--- config.mk ---
export PLATFORM = sky130hd
export DESIGN_NAME = seg_scan_ctrl
export DESIGN_NICKNAME = d
export VERILOG_FILES = /design/src/rtl/seg_scan_ctrl.sv
export SDC_FILE = /design/constraint.sdc
export NUM_CORES = 1
export LEC_CHECK = 0
export ABC_CLOCK_PERIOD_IN_PS = 5500
export CAP_MARGIN = 20
export CORE_ASPECT_RATIO = 0.5
export CORE_UTILIZATION = 25
export CTS_CLUSTER_SIZE = 12
export DETAILED_ROUTE_END_ITERATION = 16
export GPL_TIMING_DRIVEN = 0
export PLACE_DENSITY_LB_ADDON = 0.3
export SETUP_SLACK_MARGIN = 0.05
export SYNTH_ARGS = -nofsm -noshare
export SYNTH_HDL_FRONTEND = slang
export SYNTH_SLANG_ARGS = --single-unit
--- constraint.sdc ---
create_clock -name CLK -period 5.5 [get_ports CLK]
set_clock_uncertainty 0.15 [all_clocks]
set_input_delay 0.825 -clock CLK [delete_from_list [all_inputs] [get_ports CLK]]
set_output_delay 0.825 -clock CLK [all_outputs]
set_load 0.02 [all_outputs]
--- src/rtl/seg_scan_ctrl.sv ---
// Multiplexed seven-segment scan controller for NUM_DIGITS digits.
// Double-buffered display data swaps only at the frame boundary, so a frame
// never mixes old and new digits. Adds leading-zero blanking, per-digit
// decimal point, PWM brightness within each digit slot and a frame-done strobe.
// Select and segment outputs are registered together so they switch on the
// same edge, which avoids ghosting the previous digit's segments.
module seg_scan_ctrl #(
    parameter int NUM_DIGITS     = 6,
    parameter int SUB_DIV        = 3125,
    parameter int BRIGHT_W       = 4,
    parameter bit SEG_ACTIVE_LOW = 1'b1,
    parameter bit SEL_ACTIVE_LOW = 1'b1
) (
    input  logic                    CLK,
    input  logic                    RST,
    input  logic [4*NUM_DIGITS-1:0] Digit_Data,
    input  logic [NUM_DIGITS-1:0]   DP_In,
    input  logic                    Load,
    input  logic                    Blank_Lz,
    input  logic                    Enable,
    input  logic [BRIGHT_W-1:0]     Brightness,
    output logic [7:0]              Row_Scan_Sig,
    output logic [NUM_DIGITS-1:0]   Column_Scan_Sig,
    output logic                    Frame_Done
);

    localparam int SUB_W = (SUB_DIV > 1) ? $clog2(SUB_DIV) : 1;
    localparam int DIG_W = $clog2(NUM_DIGITS);

    localparam logic [SUB_W-1:0]      SUB_LAST  = SUB_W'(SUB_DIV - 1);
    localparam logic [BRIGHT_W-1:0]   STEP_LAST = {BRIGHT_W{1'b1}};
    localparam logic [DIG_W-1:0]      DIG_LAST  = DIG_W'(NUM_DIGITS - 1);
    // "All off" level of each output bus; XOR with it converts active-high
    // segment/select patterns to the board polarity.
    localparam logic [7:0]            ROW_OFF   = SEG_ACTIVE_LOW ? 8'hFF : 8'h00;
    localparam logic [NUM_DIGITS-1:0] COL_OFF   = SEL_ACTIVE_LOW ? {NUM_DIGITS{1'b1}}
                                                                 : {NUM_DIGITS{1'b0}};

    // Hex digit to active-high segments {g,f,e,d,c,b,a}.
    function automatic logic [6:0] seg_decode(input logic [3:0] nib);
        logic [6:0] seg;
        case (nib)
            4'h0:    seg = 7'h3F;
            4'h1:    seg = 7'h06;
            4'h2:    seg = 7'h5B;
            4'h3:    seg = 7'h4F;
            4'h4:    seg = 7'h66;
            4'h5:    seg = 7'h6D;
            4'h6:    seg = 7'h7D;
            4'h7:    seg = 7'h07;
            4'h8:    seg = 7'h7F;
            4'h9:    seg = 7'h6F;
            4'hA:    seg = 7'h77;
            4'hB:    seg = 7'h7C;
            4'hC:    seg = 7'h39;
            4'hD:    seg = 7'h5E;
            4'hE:    seg = 7'h79;
            4'hF:    seg = 7'h71;
            default: seg = 7'h00;
        endcase
        return seg;
    endfunction

    // Timing chain state
    logic [SUB_W-1:0]        sub_q,  sub_d;
    logic [BRIGHT_W-1:0]     step_q, step_d;
    logic [DIG_W-1:0]        dig_q,  dig_d;

    // Double buffer
    logic [4*NUM_DIGITS-1:0] disp_data_q;
    logic [NUM_DIGITS-1:0]   disp_dp_q;
    logic [4*NUM_DIGITS-1:0] pend_data_q;
    logic [NUM_DIGITS-1:0]   pend_dp_q;
    logic                    pend_q;

    // Registered outputs
    logic [7:0]              row_q, row_d;
    logic [NUM_DIGITS-1:0]   col_q, col_d;
    logic                    frame_done_q;

    // Combinational helpers
    logic                    sub_end_s;
    logic                    step_end_s;
    logic                    frame_end_s;
    logic [NUM_DIGITS-1:0]   blank_s;
    logic [3:0]              cur_nib_s;
    logic [7:0]              seg_act_s;
    logic [NUM_DIGITS-1:0]   sel_act_s;
    logic                    lit_s;

    // Terminal-count detection and next-state of the scan counters.
    always_comb begin
        sub_end_s   = (sub_q == SUB_LAST);
        step_end_s  = sub_end_s && (step_q == STEP_LAST);
        frame_end_s = step_end_s && (dig_q == DIG_LAST);

        if (sub_end_s) begin
            sub_d  = {SUB_W{1'b0}};
            step_d = step_q + {{(BRIGHT_W-1){1'b0}}, 1'b1};
        end else begin
            sub_d  = sub_q + {{(SUB_W-1){1'b0}}, 1'b1};
            step_d = step_q;
        end

        if (!step_end_s) begin
            dig_d = dig_q;
        end else if (dig_q == DIG_LAST) begin
            dig_d = {DIG_W{1'b0}};
        end else begin
            dig_d = dig_q + {{(DIG_W-1){1'b0}}, 1'b1};
        end
    end

    // Leading-zero mask: walk down from the top digit while every nibble seen is zero.
    always_comb begin
        logic zero_run;
        zero_run = 1'b1;
        blank_s  = {NUM_DIGITS{1'b0}};
        for (int i = NUM_DIGITS - 1; i >= 0; i--) begin
            zero_run = zero_run & (disp_data_q[4*i +: 4] == 4'h0);
            if (i > 0) begin
                blank_s[i] = zero_run & Blank_Lz;
            end else begin
                blank_s[i] = 1'b0;
            end
        end
    end

    // Active-high segment/select pattern for the current digit and PWM gating.
    always_comb begin
        cur_nib_s = disp_data_q[{dig_q, 2'b00} +: 4];
        seg_act_s = {disp_dp_q[dig_q], blank_s[dig_q] ? 7'h00 : seg_decode(cur_nib_s)};
        sel_act_s = {{(NUM_DIGITS-1){1'b0}}, 1'b1} << dig_q;
        lit_s     = Enable && (step_q <= Brightness);
        if (lit_s) begin
            row_d = seg_act_s ^ ROW_OFF;
            col_d = sel_act_s ^ COL_OFF;
        end else begin
            row_d = ROW_OFF;
            col_d = COL_OFF;
        end
    end

    // Scan counters: sub-step, brightness step and digit index.
    always_ff @(posedge CLK or posedge RST) begin
        if (RST) begin
            sub_q  <= {SUB_W{1'b0}};
            step_q <= {BRIGHT_W{1'b0}};
            dig_q  <= {DIG_W{1'b0}};
        end else begin
            sub_q  <= sub_d;
            step_q <= step_d;
            dig_q  <= dig_d;
        end
    end

    // Pending/display buffers: Load fills pending; boundary moves pending to display.
    always_ff @(posedge CLK or posedge RST) begin
        if (RST) begin
            disp_data_q <= {(4*NUM_DIGITS){1'b0}};
            disp_dp_q   <= {NUM_DIGITS{1'b0}};
            pend_data_q <= {(4*NUM_DIGITS){1'b0}};
            pend_dp_q   <= {NUM_DIGITS{1'b0}};
            pend_q      <= 1'b0;
        end else begin
            if (frame_end_s && pend_q) begin
                disp_data_q <= pend_data_q;
                disp_dp_q   <= pend_dp_q;
            end
            // A Load on the boundary cycle refills pending after the old
            // contents have been transferred, so it shows one frame later.
            if (Load) begin
                pend_data_q <= Digit_Data;
                pend_dp_q   <= DP_In;
                pend_q      <= 1'b1;
            end else if (frame_end_s) begin
                pend_q      <= 1'b0;
            end
        end
    end

    // Output registers: select, segments and frame strobe update on the same edge.
    always_ff @(posedge CLK or posedge RST) begin
        if (RST) begin
            row_q        <= ROW_OFF;
            col_q        <= COL_OFF;
            frame_done_q <= 1'b0;
        end else begin
            row_q        <= row_d;
            col_q        <= col_d;
            frame_done_q <= frame_end_s;
        end
    end

    assign Row_Scan_Sig    = row_q;
    assign Column_Scan_Sig = col_q;
    assign Frame_Done      = frame_done_q;

endmodule

-- Word level (Yosys, flattened, before mapping)
Memories as Yosys holds them, arrays and structs flattened.
Index checks and enable logic that the tools add are counted.
Widths: inputs -> output; s select.
- flip-flop bits (word level): 95
- bits in latches: 0
- bits in writable memories: 0
- memory bits (read-only): 112
- bits of input ports: 39
- output and inout port bits: 15
- logic and storage cells: 54
- memories kept: 1
- add/subtract/negate cells: 3
- multipliers: 0
- div/mod/pow operators: 0
- magnitude comparators: 2
- equality and inequality tests: 3
- shifts and indexed selects: 2
- muxes and demuxes: 11
- bitwise gates (word level): 11
- reduce and logical (&&, ||, !) cells: 10
- memories (name ; depth ; bits a word ; rd ports ; clocked after memory_dff ; wr ports ; RTL line ; text):
    (no name shown) ; 16 ; 7 ; 1 ; 0 ; 0 ; 42 ; case (nib)
- operator list (operator ; number):
    $shiftx 24x6->4 ; 1
    $logic_not 4->1 ; 5
    $add 12x1->12 const B ; 1
    $eq 12x12->1 const B ; 1
    $mux 12 ; 1
    $and 1x1->1 ; 9
    $mux 8 ; 1
    $not 8->8 ; 1
    $mux 7 ; 1
    $bmux 1 s3 ; 2
    $mux 6 ; 1
    $not 6->6 ; 1
    $shl 1x3->6 const A ; 1
    $add 4x1->4 const B ; 1
    $eq 4x4->1 const B ; 1
    $le 4x4->1 ; 1
    $logic_and 1x1->1 ; 4
    $lt 3x4->1 const B ; 1
    $mux 1 ; 4
    $add 3x1->3 const B ; 1
    $eq 3x3->1 const B ; 1
    $mux 3 ; 1
    $reduce_bool 2->1 ; 1

-- Depth between registers and ports, before layout
Gate-level depths: netlist of run 1.
- depth in word-level cells: 11
- depth in mapped cells: 10
- gate-level depth less buffers: 8

-- Worst setup path after synthesis of run 1
No wires, ideal clock.
- path type: reg-to-reg
- start: register dig_q[0]
- end: register row_q[3], in the netlist Row_Scan_Sig[3]
- library setup time: 84 ps
- data arrival time: 2449 ps
- data required time: 5266 ps
- path slack: 2817 ps
- cell stages (with the launch flop): 8
- path buffers: 1
- period minus slack after synthesis: 2683 ps
- cell sequence: dfrtp_1 -> clkbuf_1 -> mux4_2 -> a21oi_1 -> inv_1 -> ha_1 -> mux4_2 -> or2_2
- longest elaborated chain between the ends: 5
- elaborated cells between the ends (all ways): 7
- classes of those cells: shift: 1; mux: 4; bitwise: 1; memory: 1
- RTL lines (item ; RTL line ; text):
    start: declaration ; 67 ; logic [DIG_W-1:0] dig_q, dig_d;
    start signal: assignment ; 149 ; dig_q <= {DIG_W{1'b0}};
    start signal: assignment ; 153 ; dig_q <= dig_d;
    $shiftx 24x6->4 / $bmux 1 s3 (equally long branches) ; 131, 132 ;
    $mem_v2 16x7 / $mux 1 (equally long branches) ; n/a ;
    $mux 7 (*) ; 132 ; seg_act_s = {disp_dp_q[dig_q], blank_s[dig_q] ? 7'h00 : seg_decode(cur_nib_s)};
    $not 8->8 (no source line) (*) ; n/a ;
    $mux 8 (*) ; 135 ; if (lit_s) begin
    net row_d[3] ; 77 ; logic [7:0] row_q, row_d;
    end signal: assignment ; 189 ; row_q <= row_d;
    end: declaration ; 77 ;
The timed path passes the listed nets; every way through them passes the cells marked *. The select of a mux whose other input is x is not followed.
A chain may end at the register's enable or synchronous reset.

-- Final worst setup path of run 1
- start: register dig_q[1]
- end: register row_q[3], in the netlist Row_Scan_Sig[3]
The elaborated chain is that of the path after synthesis.

==> impl_results.md, run 1 <==
- Net Count, Synth: 378
- EDFF count, synth: 0
- IO Pins: 54
- Top cells by area, synth: dfrtp_1, mux2_4, mux2_2
- Die area: about 0.018 mm^2
- Final Setup Violations: 0
- Share of layout cells above drive strength 1: 27.1%
- Top cell type's share of synthesized area: a little under half
- Standard-cell rows: 33
- Min Clock Period, post-route: between 3 and 4 ns
- Peak VDD IR: between 100 and 150 uV
- List of most frequent post-synthesis cells: dfrtp_1, mux2_2, mux2_4, nand2_1, nor2_1
- Pre-antenna DRT Iters: 4
- Initial antenna violation count: 0
- HP Class: register to register
- Placed insts: a little over 600
- Met1 GRT Util: between 10 and 15%
- Leakage: around 2.4 nW
- Total setup buffers inserted after CTS: 0
- Clk buf depth: 2
- Yosys cell types: 46
- Clock H-tree levels: 3
- Non-Filler Instances: between 600 and 700
- Count leader, synth: dfrtp_1
- Total CTS buffers: 9
- Met2 global-route usage: roughly 17%
- Fin. max-slew vios: 0
- Sequential cell area: 0.00239 mm^2
- Total negative slack: 0 ns
- GR peak layer: met2
- Data required time of the worst path: 5.62 ns
- CP Class: register to register
- Worst slack, placed: between 2 and 2.5 ns
- Area of the multi-input gates: ~0.0019 mm^2
- Buffers on Ports: 53
- Hold_buf cts: 0
- Post-synthesis sequential area ratio: approximately 54%
- Drt wl/cell: approximately 14 um
- Worst-Margin Slew: 0.687 ns
- Cells after Synth: roughly 330
- Remaining antenna violation count: 0
- CP Launch Type: register
- Post-CTS Resized: 0
- Area grow syn2layout: 25.3%
- CTS clk-pin slew, worst paths: 0.06 ns
- Worst slew margin: between 50 and 60%
- TritonCTS clock tree: built
- CP endpoint kind: register
- Drt total wl: about 8.9 mm
- Initial DRC Count: around 110
- Achievable clock frequency: ~320 MHz
- Final count of hold timing violations: 0
- Core area: 0.0168 mm^2
- Main synth FF type: dfrtp_1
- Total grt overflow: 0
- Leading area contributor after synthesis: dfrtp_1
- Initial Utilization: 26.2%
- Pwr dens: approximately 250 mW/mm^2
- RSZ-0062 raised after global routing: no
- FF+latch count, synth: 95
- Met3 Usage GRT: around 3.1%
- Via/cell ratio: between 4 and 5
- Tcrit/Tclk final: 56.2%
- Sink Count: 95
- YS warnings: 0
- Clock Latency Late Sink: roughly 0.34 ns
- Routed via count: 2699
- Netlist Area Pre-Place: roughly 0.0044 mm^2
- Run status: finished clean
- Clock root buffer: clkbuf_16
- Placer Congestion: ~0.78
- First-pass GRT wire length: around 15 mm
- Post-DP HPWL: ~6.6 mm
- DRC: 0
- Worst-path maximum fanout: 10
- Syn Area/Cell: around 14 um^2
- Die height: between 90 and 100 um
- Gr usage total: between 10% and 20%
- CP arrival: ~3.2 ns
- Final #Nets: approximately 440
- Fillers: 1669
- Max-cap viol count: 0
- Final setup margin: between 2 and 2.5 ns
- Vias in the first global route: about 2900
- N_diodes: 0
- Fin util: between 30 and 40%
- Largest net degree at the start of global routing: between 50 and 60
- Die Width: about 190 um
- Asr flop ratio synth: 100%
## registers in the layout, summed over array words and instances (netlist names)
| register | flops |
|---|---|
| sub_q | 12 |
| disp_dp_q | 6 |
| pend_data_q | 24 |
| disp_data_q | 24 |
| pend_dp_q | 6 |
| step_q | 4 |
| Column_Scan_Sig | 6 |
| Frame_Done | 1 |
| Row_Scan_Sig | 8 |
| dig_q | 3 |
| pend_q | 1 |
## worst paths after layout
kind	start	to	slack, ns	cells after the start
worst max-delay path	dig_q[1]$_DFFE_PP0P_	Row_Scan_Sig[3]$_DFF_PP1_	2.41	7
worst min-delay path	sub_q[6]$_DFF_PP0_	sub_q[6]$_DFF_PP0_	0.35	1
worst max register to register	dig_q[1]$_DFFE_PP0P_	Row_Scan_Sig[3]$_DFF_PP1_	2.41	7
worst min register to register	sub_q[6]$_DFF_PP0_	sub_q[6]$_DFF_PP0_	0.35	1
max in group asynchronous	RST	Column_Scan_Sig[3]$_DFF_PP1_	3.79	3
min in group asynchronous	RST	pend_data_q[7]$_DFFE_PP0P_	0.71	2
## power breakdown
part | total, W | switching, W | internal (W)
combinational | 0.0000926 | 0.0000377 | 0.0000550
sequential | 0.000739 | 0.0000126 | 0.000727
clock | 0.000573 | 0.000254 | 0.000319
## layer usage
layer  wire length [um]  share of wire, %  vias to the layer above
li1                   -                 -                     1287
met1               4500                50                     1372
met2               3970                45                       31
met3                334               3.8                        9
met4                103               1.2                        0
met5                  0                 0                        -
## area by class of cell
| class | count | area share (%) |
|---|---|---|
| multi-input cells | 203 | 34.2 |
| clock buffers | 13 | 4.53 |
| inverters | 15 | 1.06 |
| plain buffers | 12 | 1.27 |
| flip-flops and latches | 95 | 43.4 |
| well taps | 227 | 5.14 |
| repair buffers | 54 | 10.1 |
| clock inverters | 3 | 0.362 |
## kinds of logic (layout without fill, tap and decap cells)
| kind of cell | count (synthesis) | after routing | share of synthesized area [%] |
|---|---|---|---|
| flip-flops | 95 | 95 | 54.3 |
| multiplexers | 76 | 76 | 23.0 |
| AND/OR/NAND/NOR | 72 | 72 | 8.74 |
| AO/OA/AOI/OAI | 27 | 27 | 4.26 |
| buffers and inverters | 27 | 97 | 2.87 |
| adder cells (fa/ha/maj) | 14 | 14 | 3.97 |
| XOR/XNOR | 14 | 14 | 2.78 |
## critical path: stages (launching register included)
cell and delay, ns:
dfrtp_1 0.49, clkbuf_1 0.45, mux4_2 0.40, a21oi_1 0.36, inv_1 0.18, ha_1 0.28, mux4_2 0.45, or2_2 0.28
## per-stage QoR
stage               power, W  hold WS [ns]  area, um^2
floorplan           0.000796         0.308        4410
global placement    0.000844         0.329        5220
detailed placement  0.000849         0.338        5250
CTS                  0.00143         0.349        5520
global route         0.00147         0.370        5520
finish               0.00140         0.349        5520
## cell usage in the layout (no fill, tap or decap), types with 4 or more instances in the layout
master           instances
a21oi_1                  6
buf_1                    4
clkbuf_1                 6
clkbuf_16                9
clkdlybuf4s50_1         53
dfrtp_1                 81
dfstp_2                 14
ha_1                    14
inv_1                   13
mux2_2                  34
mux2_4                  30
mux2i_1                  7
mux4_2                   5
nand2_1                 15
nand3_1                 10
nand4_1                  7
nor2_1                  15
nor3_1                   5
nor4_1                   5
o211ai_1                 4
o21ai_0                  4
xnor2_1                 10
xor2_1                   4
(Power assumes the default switching activity.)
==> run 2: changes to the inputs <==
ABC_CLOCK_PERIOD_IN_PS = 3000   (was 5500)
clock period = 3 ns   (was 5.5 ns; I/O delays follow)
==> impl_results.md, run 2 (same netlist as run 1, synthesis figures left out) <==
- Worst slew margin: between 40% and 50%
- Routed via count: around 2600
- Routed wl met3: a little over 400 um
- Met2 Routed Length: slightly above 4 mm
- TritonCTS clock tree: built
- Most frequent cells in the layout: dfrtp_1, clkdlybuf4s50_1, mux2_2
- Run status: finished clean
- Max-cap viol count: 0
- Die Width: around 190 um
- Total power: about 0.0026 W
- Via/cell ratio: 4.24
- Placed insts: about 610
- Vias in the first global route: 2871
- CP Launch Type: register
- Area grow syn2layout: 25.7%
- CP delay by family, top: multiplexers
- Tcrit/Tclk final: roughly 94%
- Total grt overflow: 0
- Core area: between 0.015 and 0.02 mm^2
- Fillers: approximately 1700
- Clock H-tree levels: 3
- Pwr dens: 463 mW/mm^2
- Buffers on Ports: between 50 and 60
- Total setup buffers inserted after CTS: 0
- Initial antenna violation count: 0
- CP max stage cell: mux4_2
- Die area: around 0.018 mm^2
- Min Clock Period, post-route: 2.82 ns
- Final count of hold timing violations: 0
- Buf/Inv on CP: 2
- Worst-Margin Slew: around 0.75 ns
- HP Class: register to register
- Top routing layer in use: met4
- CP Class: register to register
- Leakage: between 2 and 2.5 nW
- IO Pins: between 50 and 60
- Top flop regs: disp_data_q (24), pend_data_q (24), sub_q (12)
- Final setup margin: 0.183 ns
- Post-DP HPWL: 6.74 mm
- Clk buf depth: 2
- Pre-antenna DRT Iters: 4
- RSZ-0062 raised after global routing: no
- Slowest Stage Delay on Critical Path: about 0.58 ns
- Crit path from: dig_q[0]$_DFFE_PP0P_
- Remaining antenna violation count: 0
- Most common cell on crit path: mux4_2
- Standard-cell rows: 33
- Achievable clock frequency: approximately 350 MHz
- Data required time of the worst path: 3.11 ns
- Clock root buffer: clkbuf_16
- Fin. max-slew vios: 0
- Post-CTS Resized: 4
- Final hold slack: 0.350 ns
- CP Cell Sequence: clkbuf_1 > mux4_2 > a21oi_2 > inv_1 > ha_1 > mux4_2 > or2_2
- Drt wl/cell: 14.3 um
- Largest net degree at the start of global routing: 39
- Die height: between 90 and 100 um
- DRC: 0
- Share of layout cells above drive strength 1: between 20% and 30%
- Worst R2R Start: dig_q[0]$_DFFE_PP0P_
- N_diodes: 0
- Worst slack, placed: -0.0567 ns
- Peak VDD IR: about 270 uV
- Drt total wl: 8.94 mm
- Initial DRC Count: about 130
- First-pass GRT wire length: 15.2 mm
- Hold path startpoint: pend_q$_DFFE_PP0P_
- Total CTS buffers: 9
- Final Setup Violations: 0
- Commonest non-fill, non-tap cell in the layout: dfrtp_1
- M1 WL: about 4.4 mm
- Non-Filler Instances: between 600 and 700
- Final #Nets: about 440
- Clock Latency Late Sink: ~0.34 ns
- CP endpoint kind: register
- Gr usage total: 11.0%
- CP arrival: approximately 3 ns
- Sink Count: 95
- CTS clk-pin slew, worst paths: ~0.070 ns
- Worst-path maximum fanout: 6
- Initial Utilization: around a quarter
- Hold_buf cts: 0
- Placer Congestion: between 0.7 and 0.8
run 2: worst register-to-register path, delay by kind of cell (launching register included):
family | cells | cell delay (ns)
buf+inv | 2 | 0.44
mux | 2 | 1.03
fa+ha+maj | 1 | 0.26
simple gates | 1 | 0.28
flops | 1 | 0.33
compound gates | 1 | 0.25
run 2: report_power, final:
part,internal (W),switching [W]
registers,0.00133,0.0000233
logic,0.000102,0.0000699
clock network,0.000562,0.000475
total,0.00200,0.000568
run 2: final timing paths:
path / endpoint / slack (ns) / cells past startpoint
min in group asynchronous: sub_q[0]$_DFF_PP0_ / 0.45 / 2
max: Row_Scan_Sig[3]$_DFF_PP1_ / 0.18 / 7
max in group asynchronous: Column_Scan_Sig[5]$_DFF_PP1_ / 1.61 / 3
min: pend_q$_DFFE_PP0P_ / 0.35 / 1
max reg2reg: Row_Scan_Sig[3]$_DFF_PP1_ / 0.18 / 7
min reg2reg: pend_q$_DFFE_PP0P_ / 0.35 / 1
run 2: cell type report:
cell class | instances | area [um^2] | area share (%)
multi-input cells | 203 | 1890 | 34.1
repair buffers | 55 | 571 | 10.3
flip-flops and latches | 95 | 2390 | 43.2
clock buffers | 11 | 233 | 4.20
clock inverters | 5 | 35.0 | 0.632
inverters | 15 | 60.1 | 1.08
well taps | 227 | 284 | 5.13
plain buffers | 12 | 73.8 | 1.33
run 2: routing by layer:
metal	vias up	track usage, %
met4	0	3.63
li1	1284	-
met3	8	3.57
met2	40	17.0
met5	-	0
met1	1310	14.4
run 2: through the flow:
step	util (%)	cell area [um^2]	TNS [ns]
final	33.0	5540	0
after global routing	33.0	5540	0
after CTS	33.0	5540	0
after detailed placement	31.3	5270	-0.0965
after global placement	31.1	5230	-0.0939
after floorplan	-	4410	0
==> run 3: changes to the inputs <==
CORE_UTILIZATION = 35   (was 25)
CTS_BUF_LIST = sky130_fd_sc_hd__clkbuf_8   (was default)
CTS_CLUSTER_SIZE = default   (was 12)
==> impl_results.md, run 3 (same netlist as run 1, synthesis figures left out) <==
- Crit path from: dig_q[1]$_DFFE_PP0P_
- Most frequent cells in the layout: dfrtp_1, clkdlybuf4s50_1, mux2_2
- Tcrit/Tclk final: between 90% and 100%
- Die height: ~81 um
- N_diodes: 0
- Clk buf depth: 2
- CP endpoint kind: register
- Gr usage total: between 10% and 20%
- Worst-path maximum fanout: 10
- Top flop regs: disp_data_q (24), pend_data_q (24), sub_q (12)
- Achievable clock frequency: 360 MHz
- Placed insts: 545
- Vias in the first global route: about 2700
- Drt wl/cell: 14.5 um
- Final setup margin: roughly 0.22 ns
- Final count of hold timing violations: 0
- Fin. max-slew vios: 0
- Standard-cell rows: 28
- Die area: between 0.01 and 0.015 mm^2
- Worst slack, placed: -0.0768 ns
- Flop2flop setup slack: 0.22 ns
- CP Class: register to register
- Worst slew margin: about three fifths
- Die Width: roughly 160 um
- Pre-antenna DRT Iters: 4
- Leakage: between 2 and 2.5 nW
- Top routing layer in use: met4
- HP Class: primary input to asynchronous set/reset pin
- Via/cell ratio: about 4.8
- DRC: 0
- Peak VDD IR: 200 uV
- Routed wl met3: approximately 220 um
- Routed via count: approximately 2700
- Worst-Margin Slew: 0.575 ns
- Largest net degree at the start of global routing: between 40 and 50
- Area grow syn2layout: 21.8%
- Clock Latency Late Sink: between 0.3 and 0.4 ns
- Clock root buffer: clkbuf_8
- Run status: finished clean
- Initial DRC Count: 107
- CP arrival: 2.91 ns
- Hold_buf cts: 0
- RSZ-0062 raised after global routing: no
- Data required time of the worst path: between 3 and 4 ns
- Drt total wl: approximately 8 mm
- Placer Congestion: ~0.8
- Remaining antenna violation count: 0
- Post-route cell area: approximately 0.0054 mm^2
- Reg2reg path depth: 7
- TritonCTS clock tree: built
- Clock H-tree levels: 3
- Max-cap viol count: 0
- Worst R2R Start: dig_q[1]$_DFFE_PP0P_
- Met2 Routed Length: ~3.8 mm
- Placed Area: between 0.005 and 0.006 mm^2
- Core area: 0.0121 mm^2
- First-pass GRT wire length: 13.5 mm
- Sink Count: 95
- Total power: 0.00231 W
- CTS clk-pin slew, worst paths: ~0.090 ns
- Final #Nets: approximately 440
- Total CTS buffers: 9
- M1 WL: 4.05 mm
- Non-Filler Instances: 560
- Buffers on Ports: 53
- IO Pins: 54
- Reg2reg end: Row_Scan_Sig[3]$_DFF_PP1_
- Total grt overflow: 0
- Share of layout cells above drive strength 1: between 20% and 30%
- Initial Utilization: a little over a third
- Post-DP HPWL: about 6.1 mm
- Final Setup Violations: 0
- Pwr dens: ~430 mW/mm^2
- Min Clock Period, post-route: approximately 2.8 ns
- CP Launch Type: register
- Commonest non-fill, non-tap cell in the layout: dfrtp_1
- Initial antenna violation count: 0
run 3: cell count changes in the layout (fill, tap and decap cells not counted), sizes merged:
cell	previous run	this run
bufinv	0	1
clkinvlp	2	1
clkbuf	14	11
inv	13	18
clkinv	5	2
run 3: worst max-delay path, stage by stage (launching register included):
cell and delay [ns]:
dfrtp_1 0.48, clkbuf_2 0.29, mux4_2 0.36, a21oi_2 0.27, inv_1 0.14, ha_1 0.27, mux4_2 0.45, or2_2 0.28
run 3: worst max path at each step:
stage | to | slack (ns) | cells past startpoint
CTS | Row_Scan_Sig[3]$_DFF_PP1_ | 0.13 | 9
detailed placement | Row_Scan_Sig[3]$_DFF_PP1_ | -0.08 | 7
floorplan | Row_Scan_Sig[3]$_DFF_PP1_ | 0.32 | 7
global route | Row_Scan_Sig[3]$_DFF_PP1_ | 0.08 | 7
finish | Row_Scan_Sig[3]$_DFF_PP1_ | 0.22 | 7
global placement | Row_Scan_Sig[3]$_DFF_PP1_ | -0.06 | 7
run 3: layout make-up:
cell class                      count  area (um^2)
Tap cell                          165          206
Sequential cell                    95         2390
Fill cell                        1127         6680
Clock buffer                        9          124
Multi-Input combinational cell    203         1890
Inverter                           15         60.1
Buffer                             11         67.6
Timing Repair Buffer               55          571
Clock inverter                      7         53.8
run 3: timing repair:
action,CTS,global route
endpoints found under the setup margin,1,1
resized for setup,3,0
gates cloned,0,0
setup buffers,0,0
hold endpoints to repair,0,0
run 3: routing by layer:
layer / vias to the layer above / global-route usage (%)
met5: - / 0
met4: 0 / 4.25
met3: 11 / 3.83
met2: 32 / 21.7
met1: 1353 / 18.2
li1: 1290 / -
run 3: where the power goes:
part           total (W)  internal (W)  switching, W
Clock           0.000788      0.000370      0.000418
Combinational   0.000170      0.000102     0.0000677
Sequential       0.00135       0.00133     0.0000227
run 3: through the flow:
| step | util (%) | hold slack (ns) | setup TNS, ns |
|---|---|---|---|
| floorplan | - | 0.308 | 0 |
| global placement | 42.7 | 0.328 | -0.0577 |
| detailed placement | 43.1 | 0.339 | -0.0768 |
| CTS | 44.6 | 0.252 | 0 |
| global route | 44.5 | 0.261 | 0 |
| finish | 44.5 | 0.257 | 0 |
